## config.mk

```make
export PLATFORM = sky130hd
export DESIGN_NAME = hazard_unit
export DESIGN_NICKNAME = d
export VERILOG_FILES = /design/src/rtl/hazard_pkg.sv /design/src/rtl/hazard_unit_muldiv_tracker.sv /design/src/rtl/hazard_unit.sv
export SDC_FILE = /design/constraint.sdc
export NUM_CORES = 1
export LEC_CHECK = 0
export ABC_AREA = 1
export CAP_MARGIN = 0
export CORE_MARGIN = 2
export CORE_UTILIZATION = 56
export CTS_CLUSTER_SIZE = 8
export DETAILED_ROUTE_END_ITERATION = 16
export GPL_TIMING_DRIVEN = 0
export HOLD_SLACK_MARGIN = 0.05
export PLACE_DENSITY = 0.86
export SETUP_SLACK_MARGIN = 0.1
export SLEW_MARGIN = 20
export SYNTH_ARGS = -nofsm -noshare
export SYNTH_HDL_FRONTEND = slang
export SYNTH_HIERARCHICAL = 1
export SYNTH_SLANG_ARGS = --single-unit
```

## constraint.sdc

```tcl
create_clock -name clk -period 3.9 [get_ports clk]
set_clock_uncertainty 0.05 [all_clocks]
set_input_delay 0.78 -clock clk [delete_from_list [all_inputs] [get_ports clk]]
set_output_delay 0.78 -clock clk [all_outputs]
set_load 0.02 [all_outputs]
```

## src/rtl/hazard_pkg.sv

```systemverilog
// hazard_pkg: shared types and defaults for the hazard controller
package hazard_pkg;
    typedef enum logic [1:0] {IDLE, BUSY, DONE} muldiv_state_t;
    localparam int DEFAULT_MULDIV_LATENCY = 32;
endpackage

```

## src/rtl/hazard_unit_muldiv_tracker.sv

```systemverilog
// muldiv_tracker: follows the multiply/divide busy window and flags the HI/LO write cycle
module muldiv_tracker
    import hazard_pkg::*;
#(
    parameter int MULDIV_LATENCY = DEFAULT_MULDIV_LATENCY
) (
    input  logic clk,
    input  logic rst,
    input  logic mulDivStartE,
    output logic mulDivBusy,
    output logic hiLoWrite
);
    localparam int CW = $clog2(MULDIV_LATENCY);
    muldiv_state_t state, nextState;
    logic [CW-1:0] count, nextCount;
    // state and countdown registers
    always_ff @(posedge clk or posedge rst) begin
        if (rst) begin
            state <= IDLE;
            count <= '0;
        end else begin
            state <= nextState;
            count <= nextCount;
        end
    end
    // next state: a start is only honoured from IDLE
    always_comb begin
        nextState = state;
        nextCount = count;
        if (state == IDLE && mulDivStartE) begin
            nextState = BUSY;
            nextCount = CW'(MULDIV_LATENCY - 1);
        end else if (state == BUSY) begin
            nextState = count == '0 ? DONE : BUSY;
            nextCount = count == '0 ? count : count - 1'b1;
        end else if (state == DONE) begin
            nextState = IDLE;
        end
    end
    assign mulDivBusy = state != IDLE;
    assign hiLoWrite  = state == DONE;
endmodule

```

## src/rtl/hazard_unit.sv

```systemverilog
// hazard_unit: detects non-forwardable hazards in decode and counts stall cycles
module hazard_unit
    import hazard_pkg::*;
#(
    parameter int MULDIV_LATENCY = DEFAULT_MULDIV_LATENCY,
    parameter int CNT_W          = 32
) (
    input  logic             clk,
    input  logic             rst,
    input  logic             MemReadE,
    input  logic             RegWriteE,
    input  logic [4:0]       RAddrE,
    input  logic             MemReadM,
    input  logic [4:0]       RAddrM,
    input  logic [4:0]       RsAddrD,
    input  logic [4:0]       RtAddrD,
    input  logic             BranchD,
    input  logic             MulDivD,
    input  logic             HiLoReadD,
    input  logic             MulDivStartE,
    output logic             StallF,
    output logic             StallD,
    output logic             FlushE,
    output logic             MulDivBusy,
    output logic             HiLoWrite,
    output logic [CNT_W-1:0] StallCount
);
    logic matchE, matchM, loadStall, branchStall, mulDivStall, stall;
    muldiv_tracker #(.MULDIV_LATENCY(MULDIV_LATENCY)) tracker (
        .clk         (clk),
        .rst         (rst),
        .mulDivStartE(MulDivStartE),
        .mulDivBusy  (MulDivBusy),
        .hiLoWrite   (HiLoWrite)
    );
    // r0 is hardwired zero, so it never creates a dependency
    always_comb begin
        matchE      = RAddrE != 5'd0 && (RAddrE == RsAddrD || RAddrE == RtAddrD);
        matchM      = RAddrM != 5'd0 && (RAddrM == RsAddrD || RAddrM == RtAddrD);
        loadStall   = MemReadE && matchE;
        branchStall = BranchD && ((RegWriteE && matchE) || (MemReadM && matchM));
        mulDivStall = MulDivBusy && (HiLoReadD || MulDivD);
        stall       = loadStall || branchStall || mulDivStall;
    end
    assign StallF = stall;
    assign StallD = stall;
    assign FlushE = stall;
    // saturating stall-cycle counter
    always_ff @(posedge clk or posedge rst) begin
        if (rst) StallCount <= '0;
        else if (stall && !(&StallCount)) StallCount <= StallCount + 1'b1;
    end
endmodule

```

==> results.cfg, run 1 <==
[synth]
avgSynthCellArea_um2 = 6.366
synth_edf_count = 0
yosys_warnings = 6
synth_top_area_share_pct = 32.07
syn_inst = 478
synth_seq_area_share_pct = 32.07
synth_seq_cells = 39
synthFlopType = dfrtp_1
synth_cell_type_count = 31
async_flop_share_pct = 100.0
ys_top_cells_by_area = dfrtp_1 32%, nand2_1 24%, nand3_1 9.9%
netlist_area_mm2 = 0.003043
syn_nets = 509
netlist.top_cell.by_area = dfrtp_1

[global_route]
grtUsageTotal_pct = 29.41
first_global_vias = 3157
grt-ovfl-total = 0
grt_max_degree = 33
grt_pass1_wl_mm = 14.21
antenna_found_initial = 0

[pwr]
swShare_pct = 40.17
ir_drop_mv = 0.2485
p_leak_nw = 1.947
pwr-share-clk_pct = 21.6
seqPwrFrac_pct = 35.4
internal_power_mw = 0.9282
powerDensity_mw_per_mm2 = 398.0
switchingPower_mw = 0.6231
combPwrFrac_pct = 42.9

[timing]
finalHoldViolations = 0
setup_viol = 0
setup-tns-final_ns = 0
min_period_over_period_pct = 86.50
rsz0062_at_grt = no
post-route-min-period_ns = 3.373
final_max_slew_viol_count = 0
max_freq_ghz = 0.2964
tightest_slew_ns = 0.6828
slew_headroom_pct = 54.42

[finish]
finalInstanceArea_mm2 = 0.003897
drive_gt1_share_pct = 7.091
final_nets = 581
mostFrequentLayoutCell = nand2_1
syn_to_final_growth_pct = 28.08
final_cell_mix = 197 x nand2_1, 62 x clkdlybuf4s50_1, 60 x nand3_1
antennaDiodeCount = 0

[drt]
dr.pass1.iters = 5
wl_per_cell_um = 13.40
drtAntennaViolNets = 0
drt_iter0_markers = 216
via_per_inst = 5.242
drc = 0
num_vias = 3250
finalWirelength_mm = 8.307

[setup_path]
slowest_stage = clkdlybuf4s50_1
cp-start-kind = input pin
reg2reg_depth = 9
r2r_start = StallCount[0]$_DFFE_PP0P_
criticalPathCategory = in2out
critPathCaptureType = output pin
reg2reg_to = StallCount[27]$_DFFE_PP0P_
arrival_ns = 2.54
r2r_setup_slack_ns = 1.85
crit_required_ns = 3.07
crit_fanout = 12
setup.worst_path.end = StallD
worstSetupStartpoint = RAddrM[0]
slowest_delay_ns = 0.53
crit_chain = clkdlybuf4s50_1 > inv_1 > nand2_1 > nand2_1 > nor2_1 > nand3_1 > nand2_1 > nand2_1 > nand3_2 > buf_4 > buf_4 > dlymetal6s2s_1
cp_common_cell = nand2_1

[placed_design]
dp_hpwl_mm = 6.502
portBuffers = 65
place_area_mm2 = 0.003781
gp_congestion = 0.9758

[clock_network]
cts_tree = yes
cts.sinks = 39
root_buffer = clkbuf_8
clkTransAtPathRegs_ns = 0.07
cts_buffer_depth = 2
htreeDepth = 2
holdBufCountCts = 0
clock_latency_ns = 0.30
cts_buffers = 5

[floorplanning]
initial_core_util_pct = 58.83
dieHeight_um = 77.72
die_w_um = 77.72
core_mm2 = 0.005172
rows = 26
top_level_ports = 66
dieArea_mm2 = 0.006040

[run_status]
outcome = finished clean

[min_path]
min_path_type = reg2reg

[job]
drv_cap = 0
## critical path, delay by kind of cell
family | cells | cell delay, ns
buffers and inverters | 5 | 1.16
AND/OR/NAND/NOR | 7 | 0.58
## sequential cells by signal, indices dropped and copies added (netlist names)
register	cells
tracker/count	5
StallCount	32
tracker/state	2
## through the flow
| stage | hold slack (ns) | std cells | power (mW) | utilization, % | worst slack, ns |
|---|---|---|---|---|---|
| finish | 0.4376 | 620 | 1.551 | 75.35 | 0.5265 |
| global route | 0.4733 | 620 | 1.654 | 75.35 | 0.2834 |
| CTS | 0.4434 | 620 | 1.557 | 75.21 | 0.1577 |
| detailed placement | 0.4240 | 613 | 1.221 | 73.10 | 0.07214 |
| global placement | 0.4065 | 613 | 1.189 | 73.10 | 0.1159 |
| floorplan | 0.3917 | 478 | 0.9849 | - | 1.342 |
## layer usage
layer / track usage (%) / part of all wire [%] / vias to the layer above
met1: 38.86 / 45 / 1474
met3: 4.186 / 7.1 / 19
li1: - / - / 1628
met4: 8.929 / 2.0 / 0
met2: 49.83 / 46 / 129
met5: 0 / 0 / -
## logic make-up (layout without fill, tap and decap cells)
logic type | Yosys count | count (layout) | synth area share (%)
simple gates | 345 | 345 | 51.11
buf+inv | 67 | 139 | 9.210
flops | 39 | 39 | 32.07
xor+xnor | 21 | 21 | 6.045
compound gates | 4 | 4 | 0.7401
fa+ha+maj | 2 | 2 | 0.8222
## worst min-delay path by stage
stage,start,slack (ns),end,depth (start not counted)
floorplan,tracker/count[4]$_DFFE_PP0P_,0.39,tracker/count[4]$_DFFE_PP0P_,2
global placement,tracker/count[4]$_DFFE_PP0P_,0.41,tracker/count[4]$_DFFE_PP0P_,2
detailed placement,tracker/count[4]$_DFFE_PP0P_,0.42,tracker/count[4]$_DFFE_PP0P_,2
CTS,tracker/count[4]$_DFFE_PP0P_,0.44,tracker/count[4]$_DFFE_PP0P_,2
global route,tracker/count[0]$_DFFE_PP0P_,0.47,tracker/count[0]$_DFFE_PP0P_,2
finish,tracker/count[4]$_DFFE_PP0P_,0.44,tracker/count[4]$_DFFE_PP0P_,2
## power groups by stage
stage | clock, mW | sequential (mW) | combinational (mW)
after floorplan | 0 | 0.572 | 0.413
after global placement | 0 | 0.552 | 0.637
after detailed placement | 0 | 0.557 | 0.664
after CTS | 0.339 | 0.549 | 0.670
after global routing | 0.353 | 0.559 | 0.742
final | 0.335 | 0.550 | 0.666
## repair_timing
| action | 4_1_cts | 5_1_grt |
|---|---|---|
| gates resized for setup | 1 | 3 |
| pin swaps | 0 | 0 |
| endpoints found under the hold margin | 0 | 0 |
| setup endpoints to repair | 2 | 3 |
| gates cloned | 0 | 0 |
| setup buffers | 0 | 0 |
## synthesized netlist by cell type (all sizes together), types with 2 or more instances
master and instances:
and3 3, inv 57, nand3 65, dfrtp 39, ha 2, xor2 15, nand4 5, o21ai 2
nand3b 7, buf 9, xnor2 6, nor2 48, nor3 13, nand2 200
## final cells by class
type / count / area, um^2
inverter: 57 / 214.0
clock inverter: 2 / 37.54
fill: 432 / 1275
buffer: 10 / 68.82
clock buffer: 5 / 68.82
tap: 70 / 87.58
multi-input combinational: 372 / 1787
sequential: 39 / 975.9
timing repair buffer: 65 / 658.1
Power figures use the tool's default switching activity.
==> run 2, diff against run 1 <==
--- a/config.mk
+++ b/config.mk
@@ -9,7 +9,7 @@
 export CAP_MARGIN = 0
 export CORE_MARGIN = 2
 export CORE_UTILIZATION = 56
-export CTS_CLUSTER_SIZE = 8
+export CTS_CLUSTER_SIZE = 20
 export DETAILED_ROUTE_END_ITERATION = 16
 export GPL_TIMING_DRIVEN = 0
 export HOLD_SLACK_MARGIN = 0.05
==> results of run 2 <==
Final layout, timing and power as in run 1 (identical DEF).
==> run 3, diff against run 2 <==
--- a/config.mk
+++ b/config.mk
@@ -9,6 +9,7 @@
 export CAP_MARGIN = 0
 export CORE_MARGIN = 2
 export CORE_UTILIZATION = 56
+export CTS_CLUSTER_DIAMETER = 50
 export CTS_CLUSTER_SIZE = 20
 export DETAILED_ROUTE_END_ITERATION = 16
 export GPL_TIMING_DRIVEN = 0
==> results of run 3 <==
Final layout, timing and power as in run 1 (identical DEF).
